## src/rtl/sp_ram_pkg.sv

```systemverilog
`default_nettype none
// ============================================================================
// Module      : sp_ram_pkg
// Description : Shared encodings for the byte-enable single-port RAM:
//               read-during-write modes, controller states and a helper
//               that sizes the internal word index.
// Revision    : 1.0 - initial release
// ============================================================================
package sp_ram_pkg;

    // Read-during-write behaviour selectors
    localparam int RD_READ_FIRST  = 0;
    localparam int RD_WRITE_FIRST = 1;
    localparam int RD_NO_CHANGE   = 2;

    // Controller states
    localparam logic [0:0] ST_INIT = 1'b0;
    localparam logic [0:0] ST_RUN  = 1'b1;

    // Width of an index that spans exactly DEPTH words (at least one bit)
    function automatic int idx_width(input int depth);
        return (depth > 1) ? $clog2(depth) : 1;
    endfunction

endpackage : sp_ram_pkg
`default_nettype wire

```

## src/rtl/sp_ram_array.sv

```systemverilog
`default_nettype none
// ============================================================================
// Module      : sp_ram_array
// Description : Storage array with per-byte write enables and a single
//               registered read port. The read-during-write flavour is
//               chosen at elaboration so that each variant maps onto the
//               matching block-RAM primitive mode.
// Revision    : 1.0 - initial release
// ============================================================================
module sp_ram_array
    import sp_ram_pkg::*;
#(
    parameter int DATA_W  = 8,
    parameter int IDX_W   = 5,
    parameter int DEPTH   = 32,
    parameter int RD_MODE = RD_READ_FIRST
) (
    input  logic                clk,
    input  logic                en,
    input  logic                we,
    input  logic [IDX_W-1:0]    addr,
    input  logic [DATA_W/8-1:0] be,
    input  logic [DATA_W-1:0]   wdata,
    output logic [DATA_W-1:0]   rdata
);

    localparam int c_NB = DATA_W / 8;

    logic [DATA_W-1:0] r_mem [DEPTH];
    logic [DATA_W-1:0] r_rdata;

    // Byte-lane write: only enabled lanes of the addressed word change
    always_ff @(posedge clk) begin
        if (en && we) begin
            for (int i = 0; i < c_NB; i++) begin
                if (be[i]) begin
                    r_mem[addr][8*i +: 8] <= wdata[8*i +: 8];
                end
            end
        end
    end

    if (RD_MODE == RD_WRITE_FIRST) begin : g_write_first
        logic [DATA_W-1:0] w_merged;

        // Word as it will look once the enabled lanes are written
        always_comb begin
            w_merged = r_mem[addr];
            for (int i = 0; i < c_NB; i++) begin
                if (be[i]) begin
                    w_merged[8*i +: 8] = wdata[8*i +: 8];
                end
            end
        end

        // Read register returns the post-merge word on writes
        always_ff @(posedge clk) begin
            if (en) begin
                r_rdata <= we ? w_merged : r_mem[addr];
            end
        end
    end else if (RD_MODE == RD_NO_CHANGE) begin : g_no_change
        // Read register is left untouched by writes
        always_ff @(posedge clk) begin
            if (en && !we) begin
                r_rdata <= r_mem[addr];
            end
        end
    end else begin : g_read_first
        // Read register returns the pre-write word on writes
        always_ff @(posedge clk) begin
            if (en) begin
                r_rdata <= r_mem[addr];
            end
        end
    end

    assign rdata = r_rdata;

endmodule : sp_ram_array
`default_nettype wire

```

## src/rtl/sp_ram_be.sv

```systemverilog
`default_nettype none
// ============================================================================
// Module      : sp_ram_be
// Description : Single-port synchronous RAM with byte enables, selectable
//               read-during-write mode, optional output register and a
//               post-reset clear sweep. Holds the controller FSM, clear
//               counter, clear/user request mux, range check and the
//               response pipeline around sp_ram_array.
// Revision    : 1.0 - initial release
// ============================================================================
module sp_ram_be
    import sp_ram_pkg::*;
#(
    parameter int DATA_W         = 8,
    parameter int ADDR_W         = 6,
    parameter int DEPTH          = 32,
    parameter int RD_MODE        = 0,
    parameter int OUT_REG        = 0,
    parameter int CLEAR_ON_RESET = 1
) (
    input  logic                clk,
    input  logic                rst,
    input  logic                req_valid,
    output logic                req_ready,
    input  logic                req_we,
    input  logic [ADDR_W-1:0]   req_addr,
    input  logic [DATA_W/8-1:0] req_be,
    input  logic [DATA_W-1:0]   req_wdata,
    output logic                rsp_valid,
    output logic [DATA_W-1:0]   rsp_rdata,
    output logic                rsp_err,
    output logic                init_busy
);

    localparam int                c_IDX_W     = idx_width(DEPTH);
    localparam int                c_NB        = DATA_W / 8;
    localparam logic [c_IDX_W-1:0] c_LAST     = c_IDX_W'(DEPTH - 1);
    // One extra bit so DEPTH == 2**ADDR_W does not wrap to zero
    localparam logic [ADDR_W:0]   c_DEPTH     = (ADDR_W + 1)'(DEPTH);
    localparam logic              c_WR_RSP    = (RD_MODE != RD_NO_CHANGE);
    localparam logic [0:0]        c_RST_STATE = (CLEAR_ON_RESET != 0) ? ST_INIT : ST_RUN;

    logic [0:0]         r_state;
    logic [c_IDX_W-1:0] r_cnt;

    logic               w_run;
    logic               w_accept;
    logic               w_in_range;
    logic               w_rsp_req;

    logic               w_arr_en;
    logic               w_arr_we;
    logic [c_IDX_W-1:0] w_arr_addr;
    logic [c_NB-1:0]    w_arr_be;
    logic [DATA_W-1:0]  w_arr_wdata;
    logic [DATA_W-1:0]  w_arr_rdata;

    logic               r_s1_valid;
    logic               r_s1_err;
    logic [DATA_W-1:0]  w_s1_data;

    logic               w_fin_valid;
    logic               w_fin_err;
    logic [DATA_W-1:0]  w_fin_data;

    logic               r_rsp_valid;
    logic               r_rsp_err;
    logic [DATA_W-1:0]  r_rsp_rdata;

    assign w_run      = (r_state == ST_RUN);
    assign w_accept   = req_valid && w_run;
    assign w_in_range = ({1'b0, req_addr} < c_DEPTH);
    // Reads always answer; writes answer unless the mode suppresses them
    assign w_rsp_req  = !req_we || c_WR_RSP;

    // Clear sweep: one word per cycle, then hand over to normal service
    always_ff @(posedge clk) begin
        if (rst) begin
            r_state <= c_RST_STATE;
            r_cnt   <= '0;
        end else if (r_state == ST_INIT) begin
            r_cnt <= r_cnt + c_IDX_W'(1);
            if (r_cnt == c_LAST) begin
                r_state <= ST_RUN;
            end
        end
    end

    // Array port is owned by the sweep in INIT and by the requester in RUN;
    // out-of-range requests never touch the array
    always_comb begin
        w_arr_en    = 1'b0;
        w_arr_we    = 1'b0;
        w_arr_addr  = '0;
        w_arr_be    = '0;
        w_arr_wdata = '0;
        if (r_state == ST_INIT) begin
            w_arr_en    = !rst;
            w_arr_we    = 1'b1;
            w_arr_addr  = r_cnt;
            w_arr_be    = '1;
            w_arr_wdata = '0;
        end else begin
            w_arr_en    = w_accept && w_in_range && !rst;
            w_arr_we    = req_we;
            w_arr_addr  = req_addr[c_IDX_W-1:0];
            w_arr_be    = req_be;
            w_arr_wdata = req_wdata;
        end
    end

    sp_ram_array #(
        .DATA_W  (DATA_W),
        .IDX_W   (c_IDX_W),
        .DEPTH   (DEPTH),
        .RD_MODE (RD_MODE)
    ) u_array (
        .clk   (clk),
        .en    (w_arr_en),
        .we    (w_arr_we),
        .addr  (w_arr_addr),
        .be    (w_arr_be),
        .wdata (w_arr_wdata),
        .rdata (w_arr_rdata)
    );

    // Tag the request alongside the array read so data and status line up
    always_ff @(posedge clk) begin
        if (rst) begin
            r_s1_valid <= 1'b0;
            r_s1_err   <= 1'b0;
        end else begin
            r_s1_valid <= w_accept && w_rsp_req;
            r_s1_err   <= !w_in_range;
        end
    end

    assign w_s1_data = r_s1_err ? '0 : w_arr_rdata;

    if (OUT_REG != 0) begin : g_out_reg
        logic              r_s2_valid;
        logic              r_s2_err;
        logic [DATA_W-1:0] r_s2_data;

        // Extra retiming stage between array and response outputs
        always_ff @(posedge clk) begin
            if (rst) begin
                r_s2_valid <= 1'b0;
                r_s2_err   <= 1'b0;
                r_s2_data  <= '0;
            end else begin
                r_s2_valid <= r_s1_valid;
                r_s2_err   <= r_s1_err;
                r_s2_data  <= w_s1_data;
            end
        end

        assign w_fin_valid = r_s2_valid;
        assign w_fin_err   = r_s2_err;
        assign w_fin_data  = r_s2_data;
    end else begin : g_no_out_reg
        assign w_fin_valid = r_s1_valid;
        assign w_fin_err   = r_s1_err;
        assign w_fin_data  = w_s1_data;
    end

    // Response register: pulses valid, holds data/status between pulses
    always_ff @(posedge clk) begin
        if (rst) begin
            r_rsp_valid <= 1'b0;
            r_rsp_err   <= 1'b0;
            r_rsp_rdata <= '0;
        end else begin
            r_rsp_valid <= w_fin_valid;
            if (w_fin_valid) begin
                r_rsp_err   <= w_fin_err;
                r_rsp_rdata <= w_fin_data;
            end
        end
    end

    assign req_ready = w_run;
    assign init_busy = (r_state == ST_INIT);
    assign rsp_valid = r_rsp_valid;
    assign rsp_err   = r_rsp_err;
    assign rsp_rdata = r_rsp_rdata;

endmodule : sp_ram_be
`default_nettype wire

```

## config.mk

```make
export PLATFORM = sky130hd
export DESIGN_NAME = sp_ram_be
export DESIGN_NICKNAME = d
export VERILOG_FILES = /design/src/rtl/sp_ram_pkg.sv /design/src/rtl/sp_ram_array.sv /design/src/rtl/sp_ram_be.sv
export SDC_FILE = /design/constraint.sdc
export NUM_CORES = 1
export LEC_CHECK = 0
export BUFFER_PORTS_ARGS = -buffer_cell sky130_fd_sc_hd__buf_2
export CELL_PAD_IN_SITES_DETAIL_PLACEMENT = 0
export CELL_PAD_IN_SITES_GLOBAL_PLACEMENT = 1
export CORE_MARGIN = 5
export CORE_UTILIZATION = 30
export CTS_CLUSTER_DIAMETER = 60
export DETAILED_ROUTE_END_ITERATION = 7
export GPL_ROUTABILITY_DRIVEN = 0
export PLACE_DENSITY = 0.48
export REMOVE_ABC_BUFFERS = 1
export SLEW_MARGIN = 20
export SYNTH_ARGS = -nofsm -noshare
export SYNTH_HDL_FRONTEND = slang
export SYNTH_SLANG_ARGS = --single-unit
export TNS_END_PERCENT = 20
```

## constraint.sdc

```tcl
create_clock -name clk -period 7.75 [get_ports clk]
set_clock_uncertainty 0.15 [all_clocks]
set_input_delay 0 -clock clk [delete_from_list [all_inputs] [get_ports clk]]
set_output_delay 0 -clock clk [all_outputs]
set_load 0.01 [all_outputs]
```

; ---- Word level (Yosys, flattened, before mapping)
; Memories as Yosys holds them, arrays and structs flattened. A register that Yosys moved wholly into a read port is not among the register bits.
; Cells that the tools add are included.
[op_classes]
addsub = 1
order_cmp = 1
eq_ne = 1
mux = 11
bitwise = 1
reduce_logical = 6
[ops]
columns = cell, n
row1 = $mux W8, 2
row2 = $mux W1, 8
row3 = $lt A6 B6 Y1 const B, 1
row4 = $add A5 B1 Y5 const B, 1
row5 = $eq A5 B5 Y1 const B, 1
row6 = $mux W5, 1
row7 = $logic_and A1 B1 Y1, 4
row8 = $logic_not A1 Y1, 2
row9 = $not A1 Y1, 1
[word_totals]
regBits = 18
mem_bits_rw = 256
inputBits = 19
output_inout_bits = 12
wordCells = 29
memories = 1
[mem_list]
columns = memory, depth, width, read_ports, rd_ports_with_merged_regs, wr, line_no
row1 = u_array.r_mem, 32, 8, 1, 1, 1, sp_ram_array.sv:29  ; logic [DATA_W-1:0] r_mem [DEPTH];

; ---- Logic depth before layout (Yosys ltp)
[depth]
word_depth = 7
ltp_mapped = 10
depth_no_buf = 5

; ---- Modules after synthesis
; From an unflattened synthesis, not the netlist that was laid out.
[hier_totals]
cells_unflattened = 670
hier_area_um2 = 11135.7
[modules_own_cells]
columns = module, instances, cells_each, area_each_um2, seq_area_each_um2
row1 = sp_ram_array, 1, 580, 10326.2, 7927.6
row2 = sp_ram_be, 1, 90, 809.5, 360.3

; ---- Worst setup path before layout
; No wires, ideal clock.
[synth_path]
path_type = register -> register
start = reg r_state, in the netlist req_ready
end = mem u_array.r_mem[0][0] (enable)
setup_time_ns = 0.370
arrival_ns = 2.027
required_ns = 7.230
setup_slack_ns = 5.203
stages_incl_launch_ff = 8
path_buffers = 4
period_less_slack_ns = 2.547
cell_sequence = dfxtp_1 buf_6 buf_2 mux2i_1 clkbuf_1 buf_2 nand3_1 nor2_1
[synth_between]
elab_chain_len = 7
elab_cells_between_ends = 11
classes_between = mux: 7 / reduce/logical: 4
[synth_lines]
columns = element, line_no
row1 = from (decl), sp_ram_be.sv:43  ; logic [0:0] r_state;
row2 = from (signal assigned), sp_ram_be.sv:79  ; r_state <= c_RST_STATE;
row3 = $logic_and A1 B1 Y1, sp_ram_be.sv:71  ; assign w_accept = req_valid && w_run;
row4 = $logic_and A1 B1 Y1 (2 in series), sp_ram_be.sv:104  ; w_arr_en = w_accept && w_in_range && !rst;
row5 = $mux W1, sp_ram_be.sv:97  ; if (r_state == ST_INIT) begin
row6 = $logic_and A1 B1 Y1, sp_ram_array.sv:34  ; if (en && we) begin
row7 = $mux W1, sp_ram_array.sv:34
row8 = $mux W1 (implied by the code), sp_ram_array.sv:37  ; r_mem[addr][8*i +: 8] <= wdata[8*i +: 8];
row9 = to (decl), sp_ram_array.sv:29
; Parallel ways exist; a longest one is shown, timed or not.

; ---- Worst setup path in the final report
[layout_path]
start = reg r_state, in the netlist req_ready
end = mem u_array.r_mem[27][0] (enable)
; Same word-level chain as after synthesis.

==> impl_metrics.toml <==
[yosys]
ys_seq_elements = 282
synth_area_um2 = 11200
ys.flop_type = "edfxtp_1"
async_reset_ff_share_pct = 0
synth.top_cell.area_share_pct = 70.8
synth_area_leaders = "edfxtp_1 (71%), mux2i_1 (5.7%), dfxtp_1 (3.2%), mux4_2 (2.6%), mux4_1 (1.9%)"
synth_seq_area_share_pct = 74.0
synth_largest_area_cell = "edfxtp_1"
netlist_instances = 686
synth.avg_cell_area_um2 = 16.3
synth_cell_types = 46
synth_warnings = 0
synth-edff-count = 264

[sta]
hold_viol_final = 0
finalMaxSlewViolations = 0
rsz0062_at_grt = "no"
period_needed_ns = 4.45
finalCritPeriodShare_pct = 57.4
fin_setup_tns_ns = 0
whs_ns = 0.122
worst_slack_ns = 3.30
setup_violations = 0
timing.fmax_ghz = 0.225
slew-limit-headroom_pct = 29.9
tightestPinTransition_ns = 1.05

[setup_path]
worstSetupPathDepth = 5
critPathKind = "reg2reg"
cp_cell_sequence = "buf_4 > mux2_4 > buf_4 > nand3_1 > nor2_1"
cpPeakStageDelay_ns = 0.90
cp.arrival_ns = 4.42
required_ns = 7.72
crit_path_end_kind = "flop"
slowest_stage = "buf_4"
path_buf_inv = 2
path_delay_family = "simple AND/OR/NAND/NOR gates"
crit_path_frequent_cell = "buf_4"
start_kind = "flop"
worstPathMaxFanout = 62
ff2ff_path_depth = 5

[floorplanning]
die_height_um = 203
die_w_um = 203
ios = 31
dieArea_um2 = 41300
start_util_pct = 30.5
core_um2 = 36700
rows = 70

[placement]
io_buffers = 30
hpwlAfterDp_um = 19000
post-place-ws_ns = 3.23

[routing]
via_count = 6165
viasPerCell = 5.03
wirelength_um = 30400
ant_nets = 0
drc = 0
drt_iter0_markers = 463
drt-pass1-iter-count = 5
detail_route.wl_per_cell_um = 24.8

[global_route]
grt_remaining_overflow = 0
grt_max_degree = 63
grt.total_usage_pct = 14.5
grt_pass1_vias = 6399
grt_pass1_wl_um = 44100
antenna_found_initial = 0

[layout]
drive_above_1_share_pct = 14.9
layout_common_cells = "edfxtp_1 (264), mux2i_1 (63), nor2_1 (53), nand2_1 (50), a21oi_1 (38)"
n_fill_cell = 3454
nets = 753
multiInputGateArea_um2 = 2690
regArea_um2 = 8290
areaGrowthSynthToFinish_pct = 15.3
layout_commonest_cell = "edfxtp_1"

[clock_network]
cts_tree = "yes"
clk_path_buf_depth = 3
htreeDepth = 2
clk_pin_slew_worst_paths_ns = 0.06
cts_setup_buffers = 0
cts_hold_buf = 5
cts-resized-gates = 0
cts_num_sinks = 282
cts_root_buffer = "clkbuf_16"
clk_latency_ns = 0.50
cts_buffers = 34

[pwr]
powerDensity_nw_per_um2 = 258
p_leak_nw = 4.18
ir_drop_mv = 0.136
power_w = 0.00333

[hold_path]
hp-class = "in2reg"
hold_path_depth = 4

[run]
drv_cap = 0

[outcome]
status = "finished clean"
==> metal layers <==
layer	share of wire, %	track usage [%]	vias to the layer above
li1	-	-	2780
met1	46	20.5	3164
met2	47	23.4	175
met3	4.6	2.46	46
met4	2.3	3.90	0
met5	0	0	-
==> kinds of logic after synthesis <==
kind of cell / after synthesis / synth area share [%]
multiplexers: 87 / 10.4
flip-flops: 282 / 74.0
XOR/XNOR: 3 / 0.235
adder cells (fa/ha/maj): 2 / 0.223
buffers and inverters: 39 / 2.13
AO/OA/AOI/OAI: 90 / 4.84
AND/OR/NAND/NOR: 183 / 8.13
==> path summary, 6_finish.rpt <==
check                                       from              endpoint  slack (ns)
worst max register to register         req_ready  u_array.r_mem[27][0]        3.30
worst max-delay path                   req_ready  u_array.r_mem[27][0]        3.30
worst min-delay path                 req_addr[2]      u_array.rdata[4]        0.12
worst min register to register  u_array.rdata[5]          rsp_rdata[5]        0.33
==> power by group <==
group | leakage (nW) | total [W] | internal (W) | switching [W]
Sequential | 2.46 | 0.00167 | 0.00166 | 0.00000806
Clock | 0.525 | 0.00151 | 0.000916 | 0.000597
Combinational | 1.19 | 0.000149 | 0.0000548 | 0.0000946
Total | 4.18 | 0.00333 | 0.00263 | 0.000700
==> flip-flops by register name, summed over array words and instances (netlist names) <==
| register | flops |
|---|---|
| rsp_rdata | 8 |
| r_s1_err | 1 |
| rsp_valid | 1 |
| rsp_err | 1 |
| u_array.rdata | 8 |
| r_cnt | 5 |
| r_s1_valid | 1 |
| u_array.r_mem | 256 |
| req_ready | 1 |
==> through the flow <==
stage / cells / instance area (um^2) / util [%]
after CTS: 1224 / 12900 / 35.2
after global routing: 1224 / 12900 / 35.2
after floorplan: 653 / 11000 / -
after detailed placement: 1159 / 11800 / 32.1
after global placement: 1159 / 11800 / 32.1
final: 1225 / 12900 / 35.2
==> synth_stat cells (2+ instances only) <==
library cell,instances
a21oi_1,38
buf_6,4
buf_2,6
inv_1,6
nand4_1,2
nor4_1,15
and4b_1,2
nor2b_1,24
xor2_1,2
mux2i_1,64
nand2_1,50
buf_4,3
ha_1,2
mux4_2,13
o21ai_1,9
nand3_1,12
mux4_1,8
and2_1,8
o32ai_1,9
buf_12,2
o21ai_0,4
edfxtp_1,264
o22ai_1,22
nor2_1,53
nor4b_1,4
clkbuf_1,17
dfxtp_1,18
nor3_1,3
nor4bb_1,5
==> worst reg2reg max path, stage by stage, from the launching register on <==
cell	delay, ns
dfxtp_1	0.30
buf_4	0.32
mux2_4	0.71
buf_4	0.95
nand3_1	0.85
nor2_1	0.80
==> final cells by class <==
type                       instances  area share, %
inverter                           6          0.174
tap                              468           4.53
clock buffer                      44           7.20
antenna                            1         0.0194
clock inverter                    16           1.10
timing repair buffer              43           2.01
sequential                       282           64.2
multi-input combinational        365           20.8
(Power assumes the default switching activity.)
